--- src/rtl/hazard_info_pipe_pkg.sv ---
// ============================================================================
// Module : hazard_info_pipe_pkg
// Brief  : Shared pipeline definitions: result-source codes, MIPS opcode and
//          funct constants, and the destination/result classifier.
// Rev    : 1.0  initial release
// ============================================================================
`default_nettype none

package hazard_info_pipe_pkg;

    // Result-source codes carried alongside each destination register
    localparam logic [1:0] RES_NW  = 2'b00;
    localparam logic [1:0] RES_ALU = 2'b01;
    localparam logic [1:0] RES_DM  = 2'b10;
    localparam logic [1:0] RES_PC  = 2'b11;

    localparam logic [5:0] OP_SPECIAL = 6'b000000;
    localparam logic [5:0] OP_J       = 6'b000010;
    localparam logic [5:0] OP_JAL     = 6'b000011;
    localparam logic [5:0] OP_BEQ     = 6'b000100;
    localparam logic [5:0] OP_ADDI    = 6'b001000;
    localparam logic [5:0] OP_ORI     = 6'b001101;
    localparam logic [5:0] OP_LUI     = 6'b001111;
    localparam logic [5:0] OP_LW      = 6'b100011;
    localparam logic [5:0] OP_SW      = 6'b101011;

    localparam logic [5:0] FN_JR   = 6'b001000;
    localparam logic [5:0] FN_ADDU = 6'b100001;
    localparam logic [5:0] FN_SUBU = 6'b100011;
    localparam logic [5:0] FN_AND  = 6'b100100;

    localparam logic [4:0] REG_ZERO = 5'd0;
    localparam logic [4:0] REG_RA   = 5'd31;

    // Which instruction field (if any) names the written register
    typedef enum logic [1:0] {
        DST_NONE = 2'd0,
        DST_RT   = 2'd1,
        DST_RD   = 2'd2,
        DST_RA   = 2'd3
    } dst_sel_t;

    typedef struct packed {
        dst_sel_t   dst;
        logic [1:0] res;
    } decode_ctl_t;

    function automatic decode_ctl_t classify(input logic [5:0] op,
                                             input logic [5:0] funct);
        decode_ctl_t ctl;
        ctl.dst = DST_NONE;
        ctl.res = RES_NW;
        case (op)
            OP_SPECIAL: begin
                case (funct)
                    FN_ADDU, FN_SUBU, FN_AND: begin
                        ctl.dst = DST_RD;
                        ctl.res = RES_ALU;
                    end
                    FN_JR: begin
                        ctl.dst = DST_NONE;
                        ctl.res = RES_NW;
                    end
                    default: begin
                        ctl.dst = DST_NONE;
                        ctl.res = RES_NW;
                    end
                endcase
            end
            OP_ORI, OP_ADDI, OP_LUI: begin
                ctl.dst = DST_RT;
                ctl.res = RES_ALU;
            end
            OP_LW: begin
                ctl.dst = DST_RT;
                ctl.res = RES_DM;
            end
            OP_JAL: begin
                ctl.dst = DST_RA;
                ctl.res = RES_PC;
            end
            OP_BEQ, OP_J, OP_SW: begin
                ctl.dst = DST_NONE;
                ctl.res = RES_NW;
            end
            default: begin
                ctl.dst = DST_NONE;
                ctl.res = RES_NW;
            end
        endcase
        return ctl;
    endfunction

endpackage

`default_nettype wire

--- src/rtl/hazard_info_pipe_decode.sv ---
// ============================================================================
// Module : hazard_info_decode
// Brief  : Combinational D-stage decode of source/destination registers and
//          result-source code.
// Rev    : 1.0  initial release
// ============================================================================
`default_nettype none

module hazard_info_decode
    import hazard_info_pipe_pkg::*;
#(
    parameter int RES_W = 2
) (
    input  logic [31:0]      instr,
    output logic [4:0]       a1,
    output logic [4:0]       a2,
    output logic [4:0]       a3,
    output logic [RES_W-1:0] res
);

    decode_ctl_t ctl;
    logic        unused_shamt;

    assign unused_shamt = ^instr[10:6];

    assign a1 = instr[25:21];
    assign a2 = instr[20:16];

    always_comb begin
        ctl = classify(instr[31:26], instr[5:0]);
        case (ctl.dst)
            DST_RT:  a3 = instr[20:16];
            DST_RD:  a3 = instr[15:11];
            DST_RA:  a3 = REG_RA;
            default: a3 = REG_ZERO;
        endcase
        // A write to $0 is architecturally a no-write; never report a source
        res = (a3 == REG_ZERO) ? RES_W'(RES_NW) : RES_W'(ctl.res);
    end

endmodule

`default_nettype wire

--- src/rtl/hazard_info_pipe.sv ---
// ============================================================================
// Module : hazard_info_pipe
// Brief  : D/E/M/W pipeline of register-address and result-source info used
//          for forwarding and stall decisions, with bubble/stall control.
// Rev    : 1.0  initial release
// ============================================================================
`default_nettype none

module hazard_info_pipe
    import hazard_info_pipe_pkg::*;
#(
    parameter int RES_W = 2,
    parameter int CNT_W = 16
) (
    input  logic             clk,
    input  logic             rst_n,
    input  logic [31:0]      instr_d,
    input  logic             stall,
    input  logic             flush_d,
    output logic [4:0]       A1D,
    output logic [4:0]       A2D,
    output logic [4:0]       A1E,
    output logic [4:0]       A2E,
    output logic [4:0]       A3E,
    output logic [4:0]       A3M,
    output logic [4:0]       A3W,
    output logic [RES_W-1:0] res_E,
    output logic [RES_W-1:0] res_M,
    output logic [RES_W-1:0] res_W,
    output logic             en_pc,
    output logic             en_d,
    output logic             clr_e,
    output logic [CNT_W-1:0] stall_cnt
);

    logic [4:0]       a3_d;
    logic [RES_W-1:0] res_d;
    logic             bubble_e;

    hazard_info_decode #(
        .RES_W (RES_W)
    ) u_decode (
        .instr (instr_d),
        .a1    (A1D),
        .a2    (A2D),
        .a3    (a3_d),
        .res   (res_d)
    );

    // Stall wins over flush; either way E receives a bubble
    assign bubble_e = stall | flush_d;

    assign en_pc = ~stall;
    assign en_d  = ~stall;
    assign clr_e = stall;

    always_ff @(posedge clk or negedge rst_n) begin
        if (!rst_n) begin
            A1E   <= REG_ZERO;
            A2E   <= REG_ZERO;
            A3E   <= REG_ZERO;
            res_E <= RES_W'(RES_NW);
        end else if (bubble_e) begin
            A1E   <= REG_ZERO;
            A2E   <= REG_ZERO;
            A3E   <= REG_ZERO;
            res_E <= RES_W'(RES_NW);
        end else begin
            A1E   <= A1D;
            A2E   <= A2D;
            A3E   <= a3_d;
            res_E <= res_d;
        end
    end

    always_ff @(posedge clk or negedge rst_n) begin
        if (!rst_n) begin
            A3M   <= REG_ZERO;
            res_M <= RES_W'(RES_NW);
            A3W   <= REG_ZERO;
            res_W <= RES_W'(RES_NW);
        end else begin
            A3M   <= A3E;
            res_M <= res_E;
            A3W   <= A3M;
            res_W <= res_M;
        end
    end

    always_ff @(posedge clk or negedge rst_n) begin
        if (!rst_n) begin
            stall_cnt <= '0;
        end else if (stall && (stall_cnt != '1)) begin
            stall_cnt <= stall_cnt + CNT_W'(1);
        end
    end

endmodule

`default_nettype wire

--- config.mk ---
export PLATFORM = sky130hd
export DESIGN_NAME = hazard_info_pipe
export DESIGN_NICKNAME = d
export VERILOG_FILES = /design/src/rtl/hazard_info_pipe_pkg.sv /design/src/rtl/hazard_info_pipe_decode.sv /design/src/rtl/hazard_info_pipe.sv
export SDC_FILE = /design/constraint.sdc
export NUM_CORES = 1
export LEC_CHECK = 0
export BUFFER_PORTS_ARGS = -buffer_cell sky130_fd_sc_hd__buf_2
export CAP_MARGIN = 10
export CORE_MARGIN = 2
export CORE_UTILIZATION = 49
export DETAILED_ROUTE_END_ITERATION = 8
export HOLD_SLACK_MARGIN = 0.05
export PLACE_DENSITY = 0.88
export SKIP_CTS_REPAIR_TIMING = 1
export SLEW_MARGIN = 10
export SYNTH_ARGS = -nofsm -noshare
export SYNTH_HDL_FRONTEND = slang
export SYNTH_SLANG_ARGS = --single-unit
--- constraint.sdc ---
create_clock -name clk -period 3.32 [get_ports clk]
set_input_delay 0.498 -clock clk [delete_from_list [all_inputs] [get_ports clk]]
set_output_delay 0.498 -clock clk [all_outputs]
set_load 0.05 [all_outputs]
==> impl_metrics.toml, run 1 <==
[outcome]
outcome = "complete, no violations"

[hold_path]
hold_class = "in -> async"

[drt]
viasPerCell = 5.07
dr_total_vias = 1530
dr.pass1.iters = 4
wl_per_cell_um = 13.1
drcViolationCount = 0
ant_nets = 0
wl_um = 3960
drt_iter0_markers = 133

[synthesis]
async_reset_ff_share_pct = 100
yosys-top-cells-area = "dfrtp_1 (60%), buf_4 (4.6%), xnor2_1 (4.5%), and2_1 (3.9%), nand2_1 (2.9%)"
yosysUniqueCellTypes = 39
yosysSeqAreaShare_pct = 60.3
synth-adder-area-share_pct = 0.642
synth_top_area_share_pct = 60.3
synth_edf_count = 0
synth_compound_area_share_pct = 8.09
synth_xor_area_share_pct = 5.78
syn_avg_cell_area_um2 = 11.5
synth.cell_area_um2 = 1950
synth_largest_area_cell = "dfrtp_1"
synth_warnings = 0
ys.flop_type = "dfrtp_1"
synthSimpleGateAreaFrac_pct = 18.4
yosys_register_bits = 47
synthMuxAreaShare_pct = 1.09
syn_inst = 170
synth_top_family_by_area = "simple AND/OR/NAND/NOR gates"
syn_nets = 207

[final_layout]
fillCellCount = 324
multi_input_area_um2 = 663
num_antenna_cells = 0
final_layout_size_suffix_gt1_share_pct = 40.9
fin_cells = 302
layout.nets = 290
seqCellArea_um2 = 1180
final_util_pct = 65.7
area_delta_synth_final_pct = 26.2

[placement]
placed_cells = 294
dp_hpwl_um = 3020
io_buffers = 90
gp_congestion = 0.801

[worst_setup_path]
startpoint_type = "flop"
critPathLaunch = "stall_cnt[0]"
worstSetupPathType = "reg -> reg"
end_kind = "flop"
timing.rr.start = "stall_cnt[0]"
critical_path_arrival_ns = 1.88
required_ns = 3.50
cp_max_fo = 5

[pwr]
p_comb_share_pct = 27.8
clkPwrFrac_pct = 24.7
vdd_drop_max_mv = 0.312
p_leak_nw = 1.32
switchingPower_mw = 0.544
internal-power_mw = 0.889
p_seq_share_pct = 47.5
power_density_nw_per_um2 = 582
swShare_pct = 37.9

[global_routing]
grt_max_degree = 48
met3_usage_pct = 4.05
grt-busiest-layer = "met2"
grt_pass1_wl_um = 6010
met2_usage_pct = 31.3
first_global_vias = 1333
antenna_found_initial = 0
track_usage_pct = 18.1
grt_use_met1_pct = 21.9
overflow = 0

[die]
die_x_um = 67.1
io_pins = 96
dieHeight_um = 67.1
coreArea_um2 = 3740
initial_core_util_pct = 52.1
rows = 22
dieArea_um2 = 4500

[sta]
whs_ns = 0.352
rsz0062_at_grt = "false"
slew_headroom_pct = 35.3
hold_violations = 0
finalCritPeriodShare_pct = 51.4
fmax_mhz = 586
slew_viol_final = 0
setup_viol = 0
fin_crit_ns = 1.71
worst_pin_slew_ns = 0.971
tns_ns = 0
clock_skew_ns = 0.00728

[cts]
cts.sink_count = 47
clkLatencyLatePin_ns = 0.29
cts_root_buf = "clkbuf_8"
cts_inserted_buffers = 5
cts_tree = "yes"
clockBufferDepth = 2
ctsHtreeMaxLevel = 2
cts.clk_slew.worst_paths_ns = 0.09

[job]
drv_cap = 0
through the flow:
stage	worst slack [ns]	power, mW	cell area [µm²]
after floorplan	1.35	0.984	1950
after detailed placement	1.36	1.09	2360
after global placement	1.47	1.08	2360
final	1.61	1.43	2460
after global routing	1.46	1.50	2460
after CTS	1.62	1.45	2460
logic make-up after synthesis:
group                      after synthesis
AOI/OAI and AO/OA                       27
xor gates and xnor gates                12
adders and majority gates                1
buffers and inverters                   17
DFF                                     47
muxes                                    2
and+or+nand+nor                         64
synth_stat cells (2+ instances only):
master	instances
a21oi_1	9
a31oi_1	2
and2_1	12
and3_1	3
buf_4	12
dfrtp_1	47
inv_1	2
nand2_1	15
nand3_1	6
nand4_1	5
nor2_1	9
nor3_1	5
o21ai_0	7
or4_1	2
xnor2_1	10
power groups by stage:
stage                     Clock [mW]  Combinational (mW)  Sequential [mW]
after floorplan                    0               0.137            0.847
after global placement             0               0.394            0.688
after detailed placement           0               0.400            0.691
after CTS                      0.365               0.401            0.680
after global routing           0.391               0.425            0.689
final                          0.354               0.398            0.681
area by class of cell:
cell class,instances,area share (%)
sequential,47,47.8
multi-input combinational,106,27.0
timing repair buffer,90,18.3
clock buffer,6,3.36
tap,48,2.44
clock inverter,2,0.661
inverter,3,0.458
critical path, stage by stage (launching register included):
cell and delay, ns:
dfrtp_1 0.43, and3_1 0.26, nand3_1 0.10, a31oi_1 0.42, nand4_1 0.21, xnor2_1 0.17
worst paths after layout:
path,slack (ns),end,cells past startpoint
max,1.61,stall_cnt[9],5
min,0.35,res_W[1],1
max reg2reg,1.61,stall_cnt[9],5
min reg2reg,0.38,A3W[2],0
max in group asynchronous,2.36,A1E[3],1
min in group clk,0.38,A3W[2],0
layout by cell type, fill, tap and decap left out, drive strengths merged, types with 2 or more instances in the layout:
cell type	count
clkbuf	6
nor3	6
nand3	6
a31oi	2
nor2	9
inv	3
nand4	6
o21ai	8
or4	3
dfrtp	47
xnor2	11
nand2	15
buf	90
a21oi	9
and2	12
and3	3
metal layers:
| layer | wire (µm) | vias to the layer above |
|---|---|---|
| met5 | 0 | - |
| met4 | 57 | 0 |
| li1 | - | 737 |
| met3 | 206 | 5 |
| met1 | 1610 | 733 |
| met2 | 2080 | 55 |
sequential cells by signal, summed over array words and instances, names as in the netlist:
| name | flops |
|---|---|
| stall_cnt | 16 |
| A1E | 5 |
| A2E | 5 |
| A3E | 5 |
| A3M | 5 |
| A3W | 5 |
| res_E | 2 |
| res_M | 2 |
| res_W | 2 |
(Power assumes the default switching activity.)
==> inputs of run 2 (changes only) <==
--- a/config.mk
+++ b/config.mk
@@ -5,13 +5,14 @@
 export SDC_FILE = /design/constraint.sdc
 export NUM_CORES = 1
 export LEC_CHECK = 0
+export ABC_AREA = 1
 export BUFFER_PORTS_ARGS = -buffer_cell sky130_fd_sc_hd__buf_2
 export CAP_MARGIN = 10
 export CORE_MARGIN = 2
-export CORE_UTILIZATION = 49
+export CORE_UTILIZATION = 42
 export DETAILED_ROUTE_END_ITERATION = 8
 export HOLD_SLACK_MARGIN = 0.05
-export PLACE_DENSITY = 0.88
+export PLACE_DENSITY = 0.79
 export SKIP_CTS_REPAIR_TIMING = 1
 export SLEW_MARGIN = 10
 export SYNTH_ARGS = -nofsm -noshare
==> constraint.sdc (replaced) <==
create_clock -name clk -period 1.5 [get_ports clk]
set_input_delay 0.225 -clock clk [delete_from_list [all_inputs] [get_ports clk]]
set_output_delay 0.225 -clock clk [all_outputs]
set_load 0.05 [all_outputs]
==> impl_metrics.toml, run 2 <==
[outcome]
outcome = "complete, no violations"

[job]
drv_cap = 0

[hold_path]
holdPathStages = 3
hold_start = "instr_d[21]"
worstHoldEndpoint = "A1E[0]"
hold_class = "in -> reg"

[global_routing]
first_global_vias = 1551
overflow = 0
antenna_found_initial = 0
grt_pass1_wl_um = 6700
track_usage_pct = 16.0
grt_max_degree = 21

[cts]
cts_tree = "yes"
clkLatencyLatePin_ns = 0.29
cts_root_buf = "clkbuf_8"
cts_inserted_buffers = 5
cts.sink_count = 47
cts.clk_slew.worst_paths_ns = 0.09
clockBufferDepth = 2
ctsHtreeMaxLevel = 2

[final_layout]
final_common_cell = "buf_2"
num_antenna_cells = 0
layout.nets = 352
final_layout_size_suffix_gt1_share_pct = 41.5
final_cell_mix = "buf_2 (90), nand2_1 (42), dfrtp_1 (37)"
final_util_pct = 59.0
fillCellCount = 424
largest_reg_flops = 16
design_area_um2 = 2790
regMostFlops = "stall_cnt"
area_delta_synth_final_pct = 35.4
fin_cells = 383

[drt]
ant_nets = 0
drt_iter0_markers = 60
drcViolationCount = 0
dr.pass1.iters = 4
viasPerCell = 4.39
wl_um = 4220
dr_total_vias = 1681
wl_per_cell_um = 11.0

[pwr]
clkPwrFrac_pct = 29.0
switchingPower_mw = 1.35
vdd_drop_max_mv = 0.898
p_comb_share_pct = 30.3
power_density_nw_per_um2 = 1350
p_leak_nw = 1.61
p_seq_share_pct = 40.7
swShare_pct = 36.1
internal-power_mw = 2.40

[synthesis]
synth_top_area_share_pct = 57.1
yosysUniqueCellTypes = 24
yosysMostFrequentCell = "dfrtp_1"
synth_edf_count = 0
synth_warnings = 0
synth_largest_area_cell = "dfrtp_1"
ys.flop_type = "dfrtp_1"
yosys_register_bits = 47
yosysSeqAreaShare_pct = 57.1
syn_nets = 258
syn_avg_cell_area_um2 = 9.31
syn_inst = 221
synth_common_cells = "dfrtp_1 (47), nand2_1 (42), inv_1 (32)"
yosys-top-cells-area = "dfrtp_1 (57%), nand2_1 (7.7%), inv_1 (5.8%), nor2_1 (5.1%), nand3_1 (4.4%)"
synth.cell_area_um2 = 2060
async_reset_ff_share_pct = 100

[die]
dieHeight_um = 74.0
die_x_um = 74.0
dieArea_um2 = 5480
rows = 25
coreArea_um2 = 4720
initial_core_util_pct = 43.6
io_pins = 96

[sta]
fin_ws_ns = 0.0756
fmax_mhz = 702
slew_viol_final = 0
setup_viol = 0
hold_violations = 0
slew_headroom_pct = 73.0
fin_crit_ns = 1.42
finalCritPeriodShare_pct = 95.0
clock_skew_ns = 0.00272
whs_ns = 0.136
worst_pin_slew_ns = 0.403

[worst_setup_path]
required_ns = 1.68
critPathLaunch = "stall_cnt[4]"
crit_buf_inv = 2
critPathTopFamily = "simple AND/OR/NAND/NOR gates"
crit_chain = "nand2_1 > nor2_2 > nand2_1 > inv_2 > nand3_4 > nand2_8 > inv_8 > nand4_1 > xor2_1"
end_kind = "flop"
max_stage_delay_ns = 0.43
critical_path_arrival_ns = 1.61
r2r_slack_ns = 0.08
cp_max_fo = 9
slowest_stage = "dfrtp_2"
r2r_end = "stall_cnt[7]"
timing.rr.start = "stall_cnt[4]"
reg2regPathDepth = 9
cpMostUsedCell = "nand2_1"
startpoint_type = "flop"
worstSetupPathType = "reg -> reg"

[placement]
dp_hpwl_um = 3420
place_area_um2 = 2620
placed_cells = 373
dp_slack_ns = 0.0617
gp_congestion = 0.895
io_buffers = 90
-- run 2: changes by cell type in the layout (fill, tap and decap cells not counted), moves of 11 or more --
cell / delta
nand3_1: +11
nor2_1: +19
and2_1: -12
inv_1: +30
nand2_1: +27
-- run 2: cell type report --
type | count | area [µm²] | area share (%)
Clock inverter | 3 | 67.6 | 2.42
Timing Repair Buffer | 100 | 541 | 19.4
Clock buffer | 5 | 68.8 | 2.47
Inverter | 35 | 139 | 4.98
Multi-Input combinational cell | 126 | 699 | 25.1
Sequential cell | 47 | 1190 | 42.6
Tap cell | 67 | 83.8 | 3.01
-- run 2: logic make-up (layout without fill, tap and decap cells) --
family,Yosys count,count (layout),share of synthesized area [%]
buffers and inverters,48,143,11.2
AND/OR/NAND/NOR,105,105,23.5
flip-flops,47,47,57.1
multiplexers,1,1,0.547
AO/OA/AOI/OAI,6,6,1.46
adder cells (fa/ha/maj),1,1,0.608
XOR/XNOR,13,13,5.53
-- run 2: worst register-to-register path: stages (launching register included) --
cell and delay (ns):
dfrtp_2 0.43, nand2_1 0.12, nor2_2 0.05, nand2_1 0.09, inv_2 0.06, nand3_4 0.11, nand2_8 0.10, inv_8 0.10
nand4_1 0.09, xor2_1 0.17
-- run 2: metrics by stage --
step,power (mW),setup TNS [ns]
after detailed placement,2.67,0
after CTS,3.76,0
after global placement,2.65,0
after global routing,3.94,-0.00903
after floorplan,2.35,-0.132
final,3.76,0
-- run 2: worst max path at each step --
stage	end	slack (ns)	cells past startpoint
6_report	stall_cnt[7]	0.08	9
5_1_grt	stall_cnt[11]	-0.009	10
2_1_floorplan	stall_cnt[11]	-0.05	10
4_1_cts	stall_cnt[11]	0.05	9
3_5_place_dp	stall_cnt[11]	0.06	9
3_3_place_gp	stall_cnt[11]	0.10	9
-- run 2: power groups by stage --
stage / Sequential, mW / Combinational (mW) / Clock (mW)
after CTS: 1.54 / 1.11 / 1.11
after detailed placement: 1.56 / 1.11 / 0
final: 1.53 / 1.14 / 1.09
after global routing: 1.55 / 1.23 / 1.16
after global placement: 1.55 / 1.10 / 0
after floorplan: 1.97 / 0.375 / 0
-- run 2: layer usage --
layer / track usage [%] / wire length [µm] / vias up
met3: 3.12 / 219 / 2
met5: 0 / 0 / -
li1: - / - / 851
met4: 6.06 / 34 / 0
met1: 20.4 / 1950 / 771
met2: 26.9 / 2010 / 57
==> inputs of run 3 (changes only) <==
--- a/config.mk
+++ b/config.mk
@@ -9,7 +9,8 @@
 export BUFFER_PORTS_ARGS = -buffer_cell sky130_fd_sc_hd__buf_2
 export CAP_MARGIN = 10
 export CORE_MARGIN = 2
-export CORE_UTILIZATION = 42
+export CORE_UTILIZATION = 44
+export CTS_CLUSTER_DIAMETER = 60
 export DETAILED_ROUTE_END_ITERATION = 8
 export HOLD_SLACK_MARGIN = 0.05
 export PLACE_DENSITY = 0.79
@@ -17,4 +18,5 @@
 export SLEW_MARGIN = 10
 export SYNTH_ARGS = -nofsm -noshare
 export SYNTH_HDL_FRONTEND = slang
+export SYNTH_HIERARCHICAL = 1
 export SYNTH_SLANG_ARGS = --single-unit
==> impl_metrics.toml, run 3 <==
[outcome]
outcome = "complete, no violations"

[die]
die_x_um = 78.2
coreArea_um2 = 5410
io_pins = 96
dieHeight_um = 78.2
dieArea_um2 = 6120
rows = 27
initial_core_util_pct = 44.8

[final_layout]
final_util_pct = 56.4
num_antenna_cells = 0
area_delta_synth_final_pct = 25.9
seqCellArea_um2 = 1180
largest_reg_flops = 16
multi_input_area_um2 = 955
final_cell_mix = "buf_2 (90), nand2_1 (69), inv_1 (49)"
final_common_cell = "buf_2"
fillCellCount = 492
layout.nets = 422
final_layout_size_suffix_gt1_share_pct = 37.6
regMostFlops = "stall_cnt"

[worst_setup_path]
critical_path_arrival_ns = 1.11
slowest_stage = "dfrtp_1"
max_stage_delay_ns = 0.50
r2r_end = "stall_cnt[7]"
startpoint_type = "flop"
required_ns = 1.27
cp.depth = 1
r2r_slack_ns = 0.17
crit_chain = "buf_2"
critPathTopFamily = "flip-flops"
crit_buf_inv = 1
end_kind = "primary output"
timing.rr.start = "stall_cnt[8]"
worstSetupPathType = "reg -> out"
cp_max_fo = 6
reg2regPathDepth = 7

[global_routing]
first_global_vias = 1871
track_usage_pct = 16.4
grt_max_degree = 21
grt_pass1_wl_um = 8180
overflow = 0
antenna_found_initial = 0

[drt]
drt_iter0_markers = 65
wl_met2_um = 2280
top_layer = "met4"
ant_nets = 0
drcViolationCount = 0
wl_per_cell_um = 10.4
met1_length_um = 2190
dr_total_vias = 2043
viasPerCell = 4.46
met3_wirelength_um = 247
dr.pass1.iters = 4
wl_um = 4770

[cts]
clockBufferDepth = 2
cts_tree = "yes"
ctsHtreeMaxLevel = 2
cts.clk_slew.worst_paths_ns = 0.09
cts.sink_count = 47
cts_inserted_buffers = 5
cts_root_buf = "clkbuf_8"
clkLatencyLatePin_ns = 0.30

[synthesis]
syn_nets = 334
yosys-top-cells-area = "dfrtp_1 (49%), nand2_1 (11%), inv_1 (7.6%), nor2_1 (5.4%), nand3_1 (3.7%)"
synth_top_area_share_pct = 48.5
yosysUniqueCellTypes = 27
synth_common_cells = "nand2_1 (69), inv_1 (49), dfrtp_1 (47)"
synth_edf_count = 0
synth.cell_area_um2 = 2420
async_reset_ff_share_pct = 100
syn_avg_cell_area_um2 = 8.16
yosysMostFrequentCell = "nand2_1"
ys.flop_type = "dfrtp_1"
syn_inst = 297
synth_largest_area_cell = "dfrtp_1"
yosysSeqAreaShare_pct = 48.5
yosys_register_bits = 47
synth_warnings = 6

[placement]
dp_slack_ns = -0.0122
gp_congestion = 0.838
io_buffers = 90
dp_hpwl_um = 3830

[job]
drv_cap = 0

[sta]
worst_pin_slew_ns = 0.563
finalCritPeriodShare_pct = 89.3
rsz0062_at_grt = "false"
fin_ws_ns = 0.161
fmax_mhz = 747
fin_crit_ns = 1.34
slew_viol_final = 0
clock_skew_ns = 0.00898
hold_violations = 0
setup_viol = 0
slew_headroom_pct = 62.4

[hold_path]
hold_start = "instr_d[22]"
hold_class = "in -> reg"
holdPathStages = 3
worstHoldEndpoint = "A1E[1]"

[pwr]
p_leak_nw = 1.87
swShare_pct = 34.9
vdd_drop_max_mv = 0.481
switchingPower_mw = 1.10
power_density_nw_per_um2 = 1040
clkPwrFrac_pct = 29.4
internal-power_mw = 2.05
p_comb_share_pct = 24.3
power_mw = 3.16
p_seq_share_pct = 46.3
==> run 3: changes by cell type after synthesis, sizes merged, moves of 2 or more <==
cell    change
buf         +2
inv        +20
nand2      +40
nand3b      +4
nand4       +7
nor2       +18
nor3        -5
o21ai       -2
or2         +2
xnor2       -3
xor2        -6
==> run 3: layout make-up <==
class                   count  share of cell area (%)
flip-flops and latches     47                    38.7
multi-input cells         180                    31.3
repair buffers             95                    16.5
inverters                  56                    6.89
well taps                  72                    2.95
clock buffers               5                    2.26
clock inverters             3                    1.44
==> run 3: kinds of logic (layout without fill, tap and decap cells) <==
logic type                 Yosys count  after routing  share of synthesized area, %
AOI/OAI and AO/OA                    5              5                          1.29
xor gates and xnor gates             4              4                          1.45
adders and majority gates            1              1                         0.516
buffers and inverters               70            159                          12.8
DFF                                 47             47                          48.5
and+or+nand+nor                    170            170                          35.4
==> run 3: worst max-delay path by stage <==
| stage | from | endpoint | slack, ns |
|---|---|---|---|
| detailed placement | instr_d[28] | res_E[1] | -0.01 |
| finish | stall_cnt[3] | stall_cnt[3] | 0.16 |
| global route | stall_cnt[9] | stall_cnt[1] | 0.03 |
| floorplan | stall_cnt[13] | stall_cnt[2] | 0.003 |
| global placement | instr_d[28] | res_E[1] | 0.03 |
| CTS | stall_cnt[1] | stall_cnt[7] | 0.10 |
==> run 3: routing by layer <==
layer  vias to the layer above  GRT usage, %
met5                         -             0
met4                         0          4.21
met3                         7          3.45
met2                        51          28.6
met1                       928          20.9
li1                       1057             -
==> run 3: power groups by stage <==
| stage | Clock [mW] | Combinational, mW | Sequential (mW) |
|---|---|---|---|
| 2_1_floorplan | 0 | 0.310 | 1.73 |
| 3_3_place_gp | 0 | 0.756 | 1.48 |
| 3_5_place_dp | 0 | 0.774 | 1.49 |
| 4_1_cts | 0.953 | 0.776 | 1.46 |
| 5_1_grt | 1.01 | 0.837 | 1.47 |
| 6_report | 0.927 | 0.767 | 1.46 |
==> run 3: per-stage QoR <==
stage | cells | hold WS, ns | TNS [ns] | area (µm²)
floorplan | 297 | -0.0706 | 0 | 2440
global placement | 449 | 0.223 | 0 | 2920
detailed placement | 449 | 0.215 | -0.0200 | 2920
CTS | 457 | -0.111 | 0 | 3040
global route | 458 | 0.134 | 0 | 3050
finish | 458 | 0.137 | 0 | 3050
